[src/rtl/rsa_uart_sequencer_pkg.sv]
// Shared types for the RSA UART frame sequencer: top FSM states, byte-streamer states, helpers.
// No logic of its own; imported by the sequencer and its parallel-to-serial sub-block.
// Holds the sync-byte default used when the parent does not override it.
package rsa_uart_sequencer_pkg;

   localparam logic [7:0] SYNC_BYTE_DEF = 8'hA5;

   typedef enum logic [2:0] {
      ST_IDLE   = 3'd0,
      ST_LOAD_M = 3'd1,
      ST_LOAD_E = 3'd2,
      ST_LOAD_K = 3'd3,
      ST_START  = 3'd4,
      ST_WAIT   = 3'd5,
      ST_SEND   = 3'd6
   } seq_state_t;

   typedef enum logic [1:0] {
      PS_IDLE      = 2'd0,
      PS_SEND      = 2'd1,
      PS_SEND_WAIT = 2'd2
   } p2s_state_t;

   // Index width for a count of 'value' items, never narrower than one bit.
   function automatic int clog2_min1(input int value);
      return (value <= 2) ? 1 : $clog2(value);
   endfunction

endpackage

[src/rtl/rsa_uart_sequencer_p2s.sv]
// Streams an N-bit result to UART TX one byte per request, most significant byte first.
// Latency: first tx_start two cycles after load; done is combinational on the final byte's release.
// Backpressure: holds each next byte until tx_busy drops (tx_busy ignored the cycle after tx_start).
module rsa_uart_sequencer_p2s
   import rsa_uart_sequencer_pkg::*;
#(
   parameter int N = 32
) (
   input  logic         clk,
   input  logic         rst,
   input  logic         load,
   input  logic [N-1:0] result_in,
   input  logic         tx_busy,
   output logic         tx_start,
   output logic [7:0]   tx_byte,
   output logic         done
);

   localparam int NB = N / 8;
   localparam int IW = clog2_min1(NB);
   localparam logic [IW-1:0] LAST_IDX = IW'(NB - 1);

   p2s_state_t    state;
   logic [N-1:0]  result;
   logic [IW-1:0] idx;
   logic          first_wait;
   logic          tx_start_q;

   // Byte streaming FSM: latch the result, then request/await one byte at a time
   always_ff @(posedge clk) begin
      if (rst) begin
         state      <= PS_IDLE;
         result     <= '0;
         idx        <= '0;
         first_wait <= 1'b0;
         tx_start_q <= 1'b0;
         tx_byte    <= 8'h00;
      end else begin
         tx_start_q <= 1'b0;
         case (state)
            PS_IDLE: begin
               if (load) begin
                  result <= result_in;
                  idx    <= LAST_IDX;
                  state  <= PS_SEND;
               end
            end
            PS_SEND: begin
               tx_start_q <= 1'b1;
               tx_byte    <= result[{idx, 3'b000} +: 8];
               first_wait <= 1'b1;
               state      <= PS_SEND_WAIT;
            end
            PS_SEND_WAIT: begin
               // The TX block only raises busy one cycle after the request, so skip that cycle
               if (first_wait) begin
                  first_wait <= 1'b0;
               end else if (!tx_busy) begin
                  if (idx == '0) begin
                     state <= PS_IDLE;
                  end else begin
                     idx   <= idx - 1'b1;
                     state <= PS_SEND;
                  end
               end
            end
            default: state <= PS_IDLE;
         endcase
      end
   end

   assign tx_start = tx_start_q & ~rst;
   assign done     = (state == PS_SEND_WAIT) && !first_wait && !tx_busy && (idx == '0);

endmodule

[src/rtl/rsa_uart_sequencer.sv]
// Frame controller: sync byte, then msg/exp/mod words via serial_to_parallel, core run, result to UART TX.
// Latency: zero-cycle byte forwarding while loading; core_start one cycle after the mod word latches.
// Backpressure: none on RX (bytes outside a load phase are dropped); TX paced by tx_busy.
// Optional RSA_SEQ_TIMEOUT_EN: abandons a half-loaded frame after TIMEOUT_CYC idle cycles.
module rsa_uart_sequencer
   import rsa_uart_sequencer_pkg::*;
#(
   parameter int         N           = 32,
   parameter logic [7:0] SYNC_BYTE   = SYNC_BYTE_DEF,
   parameter int         TIMEOUT_CYC = 1_000_000
) (
   input  logic         clk,
   input  logic         rst,
   input  logic         rx_valid,
   input  logic [7:0]   rx_byte,
   output logic         stp_rx_valid,
   output logic [7:0]   stp_rx_byte,
   output logic         stp_flush,
   input  logic         stp_valid,
   input  logic [N-1:0] stp_word,
   output logic [N-1:0] msg,
   output logic [N-1:0] exp,
   output logic [N-1:0] mod,
   output logic         core_start,
   input  logic         core_done,
   input  logic [N-1:0] core_result,
   output logic         tx_start,
   output logic [7:0]   tx_byte,
   input  logic         tx_busy,
   output logic         busy
);

   if ((N % 8) != 0 || N < 8 || TIMEOUT_CYC < 2) begin : g_param_check
      $error("rsa_uart_sequencer: N must be a positive multiple of 8 and TIMEOUT_CYC at least 2");
   end

   seq_state_t state;
   logic       core_start_q;
   logic       flush_q;
   logic       loading;
   logic       timeout_hit;
   logic       p2s_load;
   logic       p2s_done;

   assign loading = (state == ST_LOAD_M) || (state == ST_LOAD_E) || (state == ST_LOAD_K);

`ifdef RSA_SEQ_TIMEOUT_EN
   localparam int TW = clog2_min1(TIMEOUT_CYC);
   localparam logic [TW-1:0] TO_LAST = TW'(TIMEOUT_CYC - 1);

   logic [TW-1:0] idle_cnt;

   // Idle cycles since the last RX byte; only advances while an operand is being loaded
   always_ff @(posedge clk) begin
      if (rst || rx_valid || !loading) begin
         idle_cnt <= '0;
      end else begin
         idle_cnt <= idle_cnt + 1'b1;
      end
   end

   assign timeout_hit = loading && !rx_valid && (idle_cnt == TO_LAST);
`else
   assign timeout_hit = 1'b0;
`endif

   // Frame sequencing FSM; operands only change when a new word is latched
   always_ff @(posedge clk) begin
      if (rst) begin
         state        <= ST_IDLE;
         msg          <= '0;
         exp          <= '0;
         mod          <= '0;
         core_start_q <= 1'b0;
         flush_q      <= 1'b1;
      end else begin
         core_start_q <= 1'b0;
         flush_q      <= 1'b0;
         case (state)
            ST_IDLE: begin
               if (rx_valid && (rx_byte == SYNC_BYTE)) state <= ST_LOAD_M;
            end
            ST_LOAD_M: begin
               if (timeout_hit) begin
                  state   <= ST_IDLE;
                  flush_q <= 1'b1;
               end else if (stp_valid) begin
                  msg   <= stp_word;
                  state <= ST_LOAD_E;
               end
            end
            ST_LOAD_E: begin
               if (timeout_hit) begin
                  state   <= ST_IDLE;
                  flush_q <= 1'b1;
               end else if (stp_valid) begin
                  exp   <= stp_word;
                  state <= ST_LOAD_K;
               end
            end
            ST_LOAD_K: begin
               if (timeout_hit) begin
                  state   <= ST_IDLE;
                  flush_q <= 1'b1;
               end else if (stp_valid) begin
                  mod   <= stp_word;
                  state <= ST_START;
               end
            end
            ST_START: begin
               core_start_q <= 1'b1;
               state        <= ST_WAIT;
            end
            ST_WAIT: begin
               if (core_done) state <= ST_SEND;
            end
            ST_SEND: begin
               if (p2s_done) state <= ST_IDLE;
            end
            default: state <= ST_IDLE;
         endcase
      end
   end

   assign p2s_load     = (state == ST_WAIT) && core_done;
   assign stp_rx_valid = loading && rx_valid && !rst;
   assign stp_rx_byte  = rx_byte;
   assign stp_flush    = rst | flush_q;
   assign core_start   = core_start_q & ~rst;
   assign busy         = (state != ST_IDLE);

   rsa_uart_sequencer_p2s #(
      .N(N)
   ) u_p2s (
      .clk       (clk),
      .rst       (rst),
      .load      (p2s_load),
      .result_in (core_result),
      .tx_busy   (tx_busy),
      .tx_start  (tx_start),
      .tx_byte   (tx_byte),
      .done      (p2s_done)
   );

endmodule

[config.mk]
export PLATFORM = sky130hd
export DESIGN_NAME = rsa_uart_sequencer
export DESIGN_NICKNAME = d
export VERILOG_FILES = /design/src/rtl/rsa_uart_sequencer_pkg.sv /design/src/rtl/rsa_uart_sequencer_p2s.sv /design/src/rtl/rsa_uart_sequencer.sv
export SDC_FILE = /design/constraint.sdc
export NUM_CORES = 1
export LEC_CHECK = 0
export ABC_AREA = 0
export BUFFER_PORTS_ARGS = -buffer_cell sky130_fd_sc_hd__clkbuf_2
export CORE_MARGIN = 8
export CORE_UTILIZATION = 30
export CTS_CLUSTER_SIZE = 25
export DETAILED_ROUTE_END_ITERATION = 8
export GPL_TIMING_DRIVEN = 0
export PLACE_DENSITY = 0.54
export SYNTH_ARGS = -nofsm -noshare
export SYNTH_HDL_FRONTEND = slang
export SYNTH_SLANG_ARGS = --single-unit
[constraint.sdc]
create_clock -name clk -period 4.7 [get_ports clk]
set_clock_uncertainty 0.1 [all_clocks]
set_input_delay 0.235 -clock clk [delete_from_list [all_inputs] [get_ports clk]]
set_output_delay 0.235 -clock clk [all_outputs]
set_load 0.02 [all_outputs]
==> impl_metrics.csv <==
group,metric,value,unit
outcome,status,"completed",
routing,firstDrtPassIters,4,
timing,setup_tns,0,ns
floorplanning,core_area,19200,um^2
layout,layout_common_cells,"195 x clkbuf_2, 194 x nand2_1, 147 x dfxtp_1, 129 x a21oi_1, 66 x dlygate4sd3_1",
worst_hold_path,hold_class,"input pin to register",
timing,finalSetupViolCount,0,
synth,synth-edff-count,0,
pwr,ir_drop,250,uV
routing,vias_per_cell,4.53,
critical_path,cp-end-kind,"register",
floorplanning,die_x,155,um
timing,fin_ws,2.51,ns
global_routing,grt_max_degree,17,
place,preCtsSetupSlack,2.54,ns
synth,netlist.area_leader.share,0.507,
synth,ys_ff_latch,147,
timing,worst_slew_pin_slew,0.609,ns
cts,clock_latency,0.42,ns
global_routing,grt_pass1_wl,31.1,mm
synth,async_flop_share,0,
routing,drt_iter0_markers,208,
place,place.gp.congestion,0.760,
synth,synth.area.top_cells,"dfxtp_1 51%, nand2_1 13%, a21oi_1 11%, mux4_2 3.1%, nand3_1 2.8%",
routing,wl_per_cell,15.8,um
timing,fin_hold_ws,0.0204,ns
cts,numCtsBuffers,17,
cts,ctsHoldBuffers,66,
pwr,leakage,3.37,nW
timing,rsz0062_at_grt,"no",
global_routing,grt_antenna_before_repair,0,
layout,nFillCells,1929,
synth,avgSynthCellArea,8.42,um^2
critical_path,cp.arrival,2.40,ns
timing,final_hold_viol_count,0,
critical_path,cp_max_fo,9,
routing,vias,5638,
critical_path,startpoint_type,"register",
synth,ys_seq_area_frac,0.507,
synth,yosysTopAreaCell,"dfxtp_1",
routing,drcViolationCount,0,
layout,drive_above_1_share,0.292,
synth,synth_area,5800,um^2
global_routing,grtUsageTotal,0.164,
timing,fmax,0.456,GHz
floorplanning,ios,195,
synth,ys_types,44,
cts,clkSinkCount,147,
cts,cts-resized-gates,0,
cts,ctsLongestPathBuffers,2,
critical_path,critPathRequiredTime,4.90,ns
layout,fin_area,8340,um^2
cts,post_cts_buffers,0,
place,hpwl,14.3,mm
floorplanning,die_area,24000,um^2
layout,diodes,0,
routing,antenna_left,0,
cts,cts_htree_levels,4,
synth,yosysWarnings,0,
synth,synthCells,689,
cts,cts_tree,"done",
timing,slew_headroom,0.594,
critical_path,path_class,"register to register",
layout,area_growth,43.9,%
timing,post-route-min-period,2.19,ns
cts,cts_root_buf,"clkbuf_16",
global_routing,grt_pass1_vias,5570,
synth,syn-num-nets,772,
timing,finalCritPeriodShare,0.466,
place,place_area,7100,um^2
timing,final_max_slew_viol_count,0,
layout,layout_commonest_cell,"clkbuf_2",
routing,wirelength,19.6,mm
layout,layout.nets,1050,
floorplanning,die_h,155,um
global_routing,overflow,0,
floorplanning,num_rows,51,
job,cap_violations,0,
synth,synth_ff_type,"dfxtp_1",
floorplanning,initial_core_util,0.302,
place,io_buffers,193,
pwr,power_density,418,nW/um^2
cts,clk_pin_slew,0.06,ns
power breakdown:
group          internal, mW  switching, mW  total [mW]
Sequential             1.33         0.0526        1.38
Clock                 0.810          0.547        1.36
Combinational         0.284          0.464       0.748
worst max-delay path: stages, from the launching register on:
cell and delay [ns]:
dfxtp_1 0.30, clkbuf_1 0.43, inv_1 0.13, ha_1 0.27, nor4b_2 0.37, o22ai_2 0.15, mux2_1 0.32
worst paths after layout:
check,from,endpoint,slack (ns),cells after the start
min,stp_word[0],msg[0]$_SDFFE_PP0P_,0.02,3
min reg2reg,exp[2]$_SDFFE_PP0P_,exp[2]$_SDFFE_PP0P_,0.35,2
max reg2reg,u_p2s.idx[1]$_SDFFE_PP0P_,u_p2s.idx[1]$_SDFFE_PP0P_,2.51,6
max,u_p2s.idx[1]$_SDFFE_PP0P_,u_p2s.idx[1]$_SDFFE_PP0P_,2.51,6
sequential cells by signal, summed over array words and instances, names as in the netlist:
register and flops:
exp 32, mod 32, msg 32, u_p2s.result 32, u_p2s.tx_byte 8, state 3
u_p2s.idx 2, u_p2s.state 2, core_start_q 1, flush_q 1, u_p2s.first_wait 1, u_p2s.tx_start_q 1
cells by family after synthesis:
logic type	synth area share
muxes	0.0505
buffers and inverters	0.0712
and+or+nand+nor	0.203
adders and majority gates	0.0108
AOI/OAI and AO/OA	0.156
xor gates and xnor gates	0.00151
DFF	0.507
cell type report:
type / instances / area [um^2] / share of cell area
repair buffers: 259 / 1630 / 0.195
plain buffers: 69 / 387 / 0.0463
multi-input cells: 466 / 2440 / 0.293
clock buffers: 20 / 457 / 0.0547
inverters: 7 / 26.3 / 0.00315
well taps: 265 / 332 / 0.0397
flip-flops and latches: 147 / 2940 / 0.353
clock inverters: 12 / 129 / 0.0154
Yosys cell counts, types with 2 or more instances:
cell / n
nand3_1: 32
nand4bb_1: 2
nor2_1: 14
clkbuf_2: 2
nand4b_2: 2
inv_1: 7
o21ai_1: 6
nand2_1: 194
dfxtp_1: 147
buf_6: 3
and4b_1: 2
a221oi_1: 2
nor3b_1: 2
nand2b_1: 4
nor3_1: 2
nor4bb_1: 2
buf_4: 21
mux4_2: 8
ha_1: 5
buf_2: 19
nor2b_1: 5
a21oi_1: 129
mux2i_1: 9
clkbuf_1: 23
o21ai_0: 28
metrics by stage:
stage / power (mW) / util / std cells
floorplan: 1.87 / - / 689
global placement: 2.12 / 0.370 / 1147
detailed placement: 2.12 / 0.370 / 1147
global route: 3.66 / 0.434 / 1245
CTS: 3.52 / 0.434 / 1245
finish: 3.49 / 0.434 / 1245
layer usage:
metal	wire length, um	GRT usage	vias up
met5	0	0	-
met4	181	0.0462	0
met3	1120	0.0458	17
met2	9280	0.273	150
met1	9050	0.202	2599
li1	-	-	2872
Note: power is estimated with default switching activity, not from simulation.
